### src/rtl/lcd_record_scheduler.sv
// Lap-record scheduler in front of lcd_bridge: queues BCD lap records and issues
// them, or a pending LCD clear, one command at a time whenever the bridge is idle.
module lcd_record_scheduler #(
    parameter int REC_W       = 32,
    parameter int DEPTH       = 4,
    parameter int ACK_TIMEOUT = 15
) (
    input  logic                       clock,
    input  logic                       reset,
    input  logic                       lap_req,
    input  logic [REC_W-1:0]           lap_record,
    input  logic                       clear_req,
    input  logic                       lcd_busy,
    output logic                       insert,
    output logic [REC_W-1:0]           new_record,
    output logic                       clear,
    output logic [$clog2(DEPTH+1)-1:0] pending,
    output logic                       overflow,
    output logic                       busy
);
    localparam int CNT_W = $clog2(DEPTH + 1);
    localparam int PTR_W = $clog2(DEPTH);
    localparam int TMR_W = $clog2(ACK_TIMEOUT + 1);

    localparam logic [1:0] IDLE      = 2'd0;
    localparam logic [1:0] WAIT_ACK  = 2'd1;
    localparam logic [1:0] WAIT_DONE = 2'd2;

    logic [1:0]       state_r;
    logic [REC_W-1:0] mem_r [DEPTH];
    logic [PTR_W-1:0] wr_ptr_r;
    logic [PTR_W-1:0] rd_ptr_r;
    logic [CNT_W-1:0] count_r;
    logic             clear_latch_r;
    logic [TMR_W-1:0] timer_r;
    logic             insert_r;
    logic             clear_r;
    logic [REC_W-1:0] new_record_r;
    logic             overflow_r;
    logic             busy_r;

    logic             clear_pend_s;
    logic             lap_ok_s;
    logic             idle_s;
    logic             issue_clear_s;
    logic             issue_insert_s;
    logic             full_s;
    logic             push_s;
    logic             pop_s;
    logic             drop_s;
    logic [REC_W-1:0] head_s;

    logic [1:0]       state_next_s;
    logic [PTR_W-1:0] wr_ptr_next_s;
    logic [PTR_W-1:0] rd_ptr_next_s;
    logic [CNT_W-1:0] count_next_s;
    logic             clear_latch_next_s;
    logic [TMR_W-1:0] timer_next_s;
    logic [REC_W-1:0] new_record_next_s;
    logic             overflow_next_s;
    logic             busy_next_s;

    // Command selection and FIFO handshake; a request arriving while idle is
    // served in the same cycle so its pulse lands one cycle after the request.
    always_comb begin
        clear_pend_s   = clear_latch_r | clear_req;
        lap_ok_s       = lap_req & ~clear_req;
        idle_s         = (state_r == IDLE);
        issue_clear_s  = idle_s & clear_pend_s & ~lcd_busy;
        issue_insert_s = idle_s & ~clear_pend_s & ~lcd_busy &
                         ((count_r != {CNT_W{1'b0}}) | lap_ok_s);
        pop_s          = issue_insert_s;
        full_s         = (count_r == CNT_W'(DEPTH));
        push_s         = lap_ok_s & (~full_s | pop_s);
        drop_s         = lap_ok_s & ~push_s;
        if (count_r != {CNT_W{1'b0}}) begin
            head_s = mem_r[rd_ptr_r];
        end else begin
            head_s = lap_record;
        end
    end

    // Next-state for the FSM, FIFO bookkeeping and the registered outputs.
    always_comb begin
        state_next_s       = state_r;
        timer_next_s       = timer_r;
        wr_ptr_next_s      = wr_ptr_r;
        rd_ptr_next_s      = rd_ptr_r;
        count_next_s       = count_r;
        clear_latch_next_s = clear_latch_r;
        overflow_next_s    = overflow_r;
        new_record_next_s  = new_record_r;

        case (state_r)
            IDLE: begin
                if (issue_clear_s || issue_insert_s) begin
                    state_next_s = WAIT_ACK;
                    timer_next_s = {TMR_W{1'b0}};
                end else begin
                    state_next_s = IDLE;
                end
            end
            WAIT_ACK: begin
                if (lcd_busy) begin
                    state_next_s = WAIT_DONE;
                end else if (timer_r == TMR_W'(ACK_TIMEOUT - 1)) begin
                    // Bridge never acknowledged; treat the command as complete.
                    state_next_s = IDLE;
                end else begin
                    timer_next_s = timer_r + TMR_W'(1);
                end
            end
            WAIT_DONE: begin
                if (!lcd_busy) begin
                    state_next_s = IDLE;
                end else begin
                    state_next_s = WAIT_DONE;
                end
            end
            default: begin
                state_next_s = IDLE;
            end
        endcase

        if (clear_req) begin
            wr_ptr_next_s = {PTR_W{1'b0}};
            rd_ptr_next_s = {PTR_W{1'b0}};
            count_next_s  = {CNT_W{1'b0}};
        end else begin
            if (push_s) begin
                wr_ptr_next_s = wr_ptr_r + PTR_W'(1);
            end else begin
                wr_ptr_next_s = wr_ptr_r;
            end
            if (pop_s) begin
                rd_ptr_next_s = rd_ptr_r + PTR_W'(1);
            end else begin
                rd_ptr_next_s = rd_ptr_r;
            end
            if (push_s && !pop_s) begin
                count_next_s = count_r + CNT_W'(1);
            end else if (pop_s && !push_s) begin
                count_next_s = count_r - CNT_W'(1);
            end else begin
                count_next_s = count_r;
            end
        end

        if (issue_clear_s) begin
            clear_latch_next_s = 1'b0;
        end else if (clear_req) begin
            clear_latch_next_s = 1'b1;
        end else begin
            clear_latch_next_s = clear_latch_r;
        end

        if (clear_req) begin
            overflow_next_s = 1'b0;
        end else if (drop_s) begin
            overflow_next_s = 1'b1;
        end else begin
            overflow_next_s = overflow_r;
        end

        if (issue_insert_s) begin
            new_record_next_s = head_s;
        end else begin
            new_record_next_s = new_record_r;
        end

        busy_next_s = (state_next_s != IDLE) || (count_next_s != {CNT_W{1'b0}}) ||
                      clear_latch_next_s;
    end

    // State, pointer and output registers.
    always_ff @(posedge clock) begin
        if (reset) begin
            state_r       <= IDLE;
            timer_r       <= {TMR_W{1'b0}};
            wr_ptr_r      <= {PTR_W{1'b0}};
            rd_ptr_r      <= {PTR_W{1'b0}};
            count_r       <= {CNT_W{1'b0}};
            clear_latch_r <= 1'b0;
            insert_r      <= 1'b0;
            clear_r       <= 1'b0;
            new_record_r  <= {REC_W{1'b0}};
            overflow_r    <= 1'b0;
            busy_r        <= 1'b0;
        end else begin
            state_r       <= state_next_s;
            timer_r       <= timer_next_s;
            wr_ptr_r      <= wr_ptr_next_s;
            rd_ptr_r      <= rd_ptr_next_s;
            count_r       <= count_next_s;
            clear_latch_r <= clear_latch_next_s;
            insert_r      <= issue_insert_s;
            clear_r       <= issue_clear_s;
            new_record_r  <= new_record_next_s;
            overflow_r    <= overflow_next_s;
            busy_r        <= busy_next_s;
        end
    end

    // FIFO storage; contents need no reset since count_r gates every read.
    always_ff @(posedge clock) begin
        if (push_s) begin
            mem_r[wr_ptr_r] <= lap_record;
        end
    end

    assign insert     = insert_r;
    assign clear      = clear_r;
    assign new_record = new_record_r;
    assign pending    = count_r;
    assign overflow   = overflow_r;
    assign busy       = busy_r;
endmodule

### config.mk
export PLATFORM = sky130hd
export DESIGN_NAME = lcd_record_scheduler
export DESIGN_NICKNAME = d
export VERILOG_FILES = /design/src/rtl/lcd_record_scheduler.sv
export SDC_FILE = /design/constraint.sdc
export NUM_CORES = 1
export LEC_CHECK = 0
export ABC_AREA = 0
export CAP_MARGIN = 0
export CORE_ASPECT_RATIO = 2
export CORE_MARGIN = 1.5
export CORE_UTILIZATION = 51
export DETAILED_ROUTE_END_ITERATION = 12
export PLACE_DENSITY = 0.76
export SYNTH_ARGS = -nofsm -noshare
export SYNTH_HDL_FRONTEND = slang
export SYNTH_SLANG_ARGS = --single-unit
export TNS_END_PERCENT = 50
### constraint.sdc
create_clock -name clock -period 2.3 [get_ports clock]
set_input_delay 0.345 -clock clock [delete_from_list [all_inputs] [get_ports clock]]
set_output_delay 0.345 -clock clock [all_outputs]
set_load 0.01 [all_outputs]
Word level (Yosys, flattened, before mapping)
Memories as Yosys holds them, arrays and structs flattened. A register that Yosys moved wholly into a read port is not among the register bits.
Cells that the tools add are included.
{ "classes": {"add_sub_neg": 5, "mul": 0, "div_mod_pow": 0, "magnitude_cmp": 0, "eq_ne": 7, "n_shift": 0, "n_mux": 19, "bitwise": 16, "reduce_logical": 14} }
{ "op_table": {"columns": ["op", "count"], "rows": [
  ["32-bit two-way mux", 1],
  ["4-bit two-way mux", 3],
  ["2-bit two-way mux", 5],
  ["3-bit two-way mux", 3],
  ["1-bit bitwise AND", 8],
  ["4-bit case mux with 2 select lines", 1],
  ["2-bit case mux with 3 select lines", 1],
  ["3-bit nonzero test", 2],
  ["1-bit two-way mux", 5],
  ["1-bit inverter", 5],
  ["2-bit by 1-bit adder with 2-bit output, second input constant", 2],
  ["4-bit by 1-bit adder with 4-bit output, second input constant", 1],
  ["4-bit == test, second input constant", 1],
  ["2-bit inequality test, second input constant", 2],
  ["4-bit AND reduction", 1],
  ["2-bit nonzero test", 2],
  ["3-bit by 1-bit adder with 3-bit output, second input constant", 1],
  ["3-bit == test, second input constant", 1],
  ["1-bit logical OR", 3],
  ["1-bit OR", 3],
  ["3-bit by 1-bit subtractor with 3-bit output, second input constant", 1],
  ["2-bit by 1-bit == test with 1-bit output, second input constant", 1],
  ["2-bit == test, second input constant", 1],
  ["1-bit logical AND", 2],
  ["4 further kinds", 5]
]} }
{ "word_totals": {"reg_bits": 50, "latch_bits": 0, "ramBits": 128, "rom_bits": 0, "in_bits": 37, "out_inout_bits": 39, "word_cells": 73, "n_memories": 1} }
{ "mem_list": {"columns": ["name", "words", "word_bits", "read_ports", "rd_ports_with_merged_regs", "write_ports", "line_no", "text"], "rows": [
  ["mem_r", 4, 32, 1, 1, 1, "30", "logic [REC_W-1:0] mem_r [DEPTH];"]
]} }

Depth between registers and ports, before layout
{ "depth": {"word_depth": 15, "ltp_mapped": 9, "ltp_nobuf": 7} }

Worst setup path before layout
No wires, ideal clock.
{ "synth_timing": {"path_kind": "flip-flop to flip-flop", "startpoint": "reg state_r[0]", "endpoint": "mem mem_r[1][0] (enable)", "setup_ns": 0.392, "t_arrival_ns": 2.102, "required_time_ns": 1.908, "slack_ns": -0.194, "path_stages_with_launch": 6, "n_path_buf": 1, "period_less_slack_ns": 2.494, "path_cell_list": "dfxtp_1 -> buf_6 -> nor3_1 -> nand2_1 -> a31oi_1 -> and2_1"} }
{ "synth_between": {"elab_chain_len": 8} }
{ "synth_rtl": {"columns": ["item", "line_no", "text"], "rows": [
  ["start, declared", "29", "logic [1:0] state_r;"],
  ["start signal, assigned", "190", "state_r <= state_next_s;"],
  ["2-bit logical NOT", "68", "idle_s = (state_r == IDLE);"],
  ["1-bit bitwise AND (3 in series)", "70", "issue_insert_s = idle_s & ~clear_pend_s & ~lcd_busy &"],
  ["1-bit OR", "74", "push_s = lap_ok_s & (~full_s | pop_s);"],
  ["1-bit bitwise AND", "74", null],
  ["1-bit two-way mux", "206", "if (push_s) begin"],
  ["1-bit two-way mux (implied by the code)", "207", "mem_r[wr_ptr_r] <= lap_record;"],
  ["end, declared", "30", null]
]} }
Every way passes these cells.

Final worst setup path
{ "layout_timing": {"startpoint": "reg count_r[1] (netlist: pending[1])", "endpoint": "reg busy_r (netlist: busy)"} }
{ "layout_between": {"elab_chain_len": 13, "elab_cells_between_ends": 23, "cone_classes": "2 x add/sub; 1 x eq/ne; 5 x mux; 5 x bitwise; 10 x reduce/logical"} }
{ "layout_rtl": {"columns": ["item", "line_no", "text"], "rows": [
  ["start, declared", "33", "logic [CNT_W-1:0] count_r;"],
  ["start signal, assigned", "182", "count_r <= {CNT_W{1'b0}};"],
  ["start signal, assigned", "194", "count_r <= count_next_s;"],
  ["3-bit nonzero test", "71", "((count_r != {CNT_W{1'b0}}) | lap_ok_s);"],
  ["1-bit OR", "71", null],
  ["1-bit bitwise AND", "70", null],
  ["1-bit OR", "74", null],
  ["1-bit bitwise AND", "74", null],
  ["1-bit logical NOT", "142", "end else if (pop_s && !push_s) begin"],
  ["1-bit logical AND", "142", null],
  ["3-bit two-way mux", "142", null],
  ["3-bit two-way mux", "140", "if (push_s && !pop_s) begin"],
  ["3-bit two-way mux", "125", "if (clear_req) begin"],
  ["3-bit nonzero test", "171", "busy_next_s = (state_next_s != IDLE) || (count_next_s != {CNT_W{1'b0}}) ||"],
  ["1-bit logical OR * (2 in series)", "171", null],
  ["end signal, assigned", "200", "busy_r <= busy_next_s;"],
  ["end, declared", "40", "logic busy_r;"]
]} }
Every way passes the cells marked *; elsewhere a longest branch is shown, timed or not.
A chain may end at the register's enable or synchronous reset.

==> Implementation_results.wiki <==
{| class="wikitable"
! Metric !! Value
|-
| Horizontal die dimension || 87.24 µm
|-
| Post-route cell area || 8969 µm²
|-
| Endpoint type of the worst setup path || register
|-
| Worst vdd rail ir drop || 493.6 µV
|-
| Number of DRC markers in iteration 0 || 247
|-
| H-tree lvl count || 4
|-
| Number of failing hold endpoints at the final stage || 0
|-
| Relative contribution of the clock network to total power || 0.406
|-
| Placement Cell Area || 8378 µm²
|-
| Clock skew || 7.004 ps
|-
| Worst rel slew slack || 0.5589
|-
| RSZ-0062 raised after global routing || no
|-
| Setup TNS || 0 ps
|-
| Routed vias || 4099
|-
| Switching part of the total power || 0.2337
|-
| Total nets after synthesis || 484
|-
| Worst Path Buf+Inv || 1
|-
| Fmax achieved || 0.5012 GHz
|-
| Syn Area/Cell || 16.53 µm²
|-
| CP max stage delay || 520 ps
|-
| Synth-to-Final Area Change || 23.91%
|-
| Number of clock sinks || 180
|-
| Floorplan core area || 13890 µm²
|-
| Root Buffer || clkbuf_16
|-
| Gate Count Post-Synth || 438
|-
| Largest net degree at the start of global routing || 38
|-
| Crit Reg-Reg Startpoint || pending[1]
|-
| Final-stage net count || 576
|-
| Async set-or-reset flop fraction in the synthesized netlist || 0
|-
| Post-CTS Setup Repair Bufs || 0
|-
| Number of pins with negative max-slew slack in the final report || 0
|-
| Maximum clock insertion buffer count || 2
|-
| Number of cells on the worst reg-to-reg path || 7
|-
| Clock insertion delay at the later pin of the skew report || 430 ps
|-
| Layout cell share with drive strength beyond 1 || 0.2302
|-
| Number of routed nets with antenna violations || 0
|-
| Full die area || 14960 µm²
|-
| Number of gates on the worst path with buffers counted || 7
|-
| Effective utilization at floorplan || 0.5211
|-
| Total half-perimeter wirelength after legalization and detailed placement || 9.319 mm
|-
| Final Total Pwr || 7025 µW
|-
| Maxcap violations || 0
|-
| Pre-antenna DRT Iters || 4
|-
| Result of the run || complete, no violations
|-
| Worst setup startpoint || pending[1]
|-
| Global-route total usage across every layer || 0.2060
|-
| Placer Congestion || 0.7724
|-
| Worst hold start || reset
|-
| CP endpoint || busy
|-
| CTS Buf Count || 17
|-
| Type of element launching the critical path || register
|-
| Wire length of the first global-routing pass || 22.43 mm
|-
| Clock transition time at the flip-flop clock pins of the worst setup and hold paths || 70 ps
|-
| Reg-to-reg slack, setup || 300 ps
|-
| Syn. warnings || 0
|-
| Final critical path time including I/O delays and setup || 1995 ps
|-
| Final period util || 0.8674
|-
| Data required, critical path || 2570 ps
|-
| Seq pwr share || 0.510
|-
| Initial antenna violation count || 1
|-
| Static Leakage || 0.002868 µW
|-
| Avg WL per Cell || 19.68 µm
|-
| Setup-violating endpoint count in the final report || 0
|-
| Proportion of synthesized chip area in sequential cells || 0.6748
|-
| Setup CP Type || register to register
|-
| Arrival time of the worst setup path || 2270 ps
|-
| Areal power density over the cells || 783.3 nW/µm²
|-
| Critical path fanouts, max || 5
|-
| Overflow left after global routing || 0
|-
| Register bit count reported by yosys || 180
|-
| Number of unique standard cell types used by synthesis || 44
|-
| Ys flop type || edfxtp_1
|-
| I/O pin total || 76
|-
| Crit path setup slack, layout || 305.0 ps
|-
| Path class of the lowest-slack min-delay path || input port to register
|-
| Vias in the first global route || 4288
|-
| EDFF count, synth || 128
|-
| Port-buffer cells || 75
|-
| Critical register-to-register path endpoint || busy
|-
| Measured slew at the worst slew-check pin || 661.6 ps
|-
| CP top delay family || simple AND/OR/NAND/NOR gates
|-
| Remaining design rule violation count || 0
|-
| Worst path cell trace || inv_1 -> ha_1 -> or3b_2 -> nand3_1 -> a21oi_1 -> a311oi_1 -> a41oi_1
|-
| Fill cell instance count of the final layout || 1003
|-
| Hold WS || 429.8 ps
|-
| Die Span Y || 171.5 µm
|-
| Per-cell via count in the routed design || 5.592
|-
| Hold buffer count at cts || 0
|-
| Internal || 5384 µW
|-
| Post-synthesis instance area || 7238 µm²
|-
| Power share of the combinational group || 0.084
|-
| Power spent charging and discharging nets || 1641 µW
|-
| Row cnt || 61
|-
| Clock tree from TritonCTS || built
|-
| Resize count post-CTS || 0
|-
| Slowest cell on the critical path || or3b_2
|-
| Post-Place Setup Slack || 36.68 ps
|-
| Detailed Route WL || 14.42 mm
|}
## worst min path at each step
stage	depth (start not counted)	slack [ps]	endpoint
final	2	430	state_r[0]
after global routing	2	460	state_r[0]
after CTS	2	410	state_r[0]
after detailed placement	2	480	overflow
after global placement	2	460	overflow
after floorplan	0	440	mem_r[0][0]
## through the flow
stage,instances,utilization
floorplan,438,-
global placement,700,0.6031
detailed placement,700,0.6031
CTS,732,0.6455
global route,733,0.6456
finish,733,0.6456
## cell families (layout without fill, tap and decap cells)
logic type,after synthesis,after routing,synth area share
XOR/XNOR,7,7,0.008470
other,0,1,0
buffers and inverters,38,143,0.02956
AND/OR/NAND/NOR,87,87,0.05756
flip-flops,180,180,0.6748
AO/OA/AOI/OAI,51,51,0.06724
adder cells (fa/ha/maj),9,9,0.01556
multiplexers,66,66,0.1468
## power groups by stage
stage	Clock [µW]	Sequential, µW	Combinational, µW
final	2850	3580	592
after global routing	3000	3590	637
after CTS	2900	3580	596
after detailed placement	0	3660	592
after global placement	0	3650	579
after floorplan	0	3660	324
## cells in the mapped netlist, drive strengths merged, types with 5 or more instances
cell | n | area [µm²]
clkbuf | 12 | 45.04
nor2 | 50 | 190.2
a211oi | 33 | 332.8
mux4 | 32 | 720.7
buf | 17 | 135.1
a21oi | 6 | 30.03
dfxtp | 52 | 1041
inv | 9 | 33.78
edfxtp | 128 | 3844
nand2b | 5 | 31.28
nand2 | 5 | 21.27
mux2i | 33 | 330.3
xnor2 | 6 | 52.55
ha | 9 | 112.6
## area by class of cell
type,count,area (µm²),area share
sequential,180,4887,0.5449
multi-input combinational,220,2147,0.2394
clock buffer,17,425.4,0.04743
timing repair buffer,102,1074,0.1197
clock inverter,15,162.7,0.01814
tap,189,236.5,0.02637
inverter,9,33.78,0.003767
antenna,1,2.502,0.0002790
## layer usage
layer,global-route usage,share of wire
met2,0.3582,0.55
met1,0.2392,0.38
met4,0.09248,0.026
met5,0,0
met3,0.04607,0.040
## registers in the layout (all words and copies together) (netlist names), 2 cells and up, named ones only
register,flops
state_r,2
rd_ptr_r,2
timer_r,4
mem_r,128
new_record,32
pending,3
wr_ptr_r,2
## cells in the final DEF, fill, tap and decap left out, drive strengths merged, types with 2 or more instances in the layout
| cell | synthesis | routed |
|---|---|---|
| a21oi | 6 | 6 |
| clkdlybuf4s50 | 0 | 74 |
| mux4 | 32 | 32 |
| a211oi | 33 | 33 |
| nor3 | 4 | 4 |
| clkbuf | 12 | 17 |
| o311ai | 2 | 2 |
| or3 | 4 | 4 |
| nand2 | 5 | 5 |
| nand4 | 2 | 2 |
| edfxtp | 128 | 128 |
| and2 | 4 | 4 |
| buf | 17 | 28 |
| inv | 9 | 18 |
| nor2b | 2 | 2 |
| o21ai | 3 | 3 |
| clkinv | 0 | 4 |
| mux2i | 33 | 33 |
| nand2b | 5 | 5 |
| a41oi | 2 | 2 |
| ha | 9 | 9 |
| a311oi | 2 | 2 |
| dfxtp | 52 | 52 |
| a31oi | 2 | 2 |
| nand3 | 3 | 3 |
| or2 | 2 | 2 |
| nor2 | 50 | 50 |
| xnor2 | 6 | 6 |
Power figures use the tool's default switching activity.
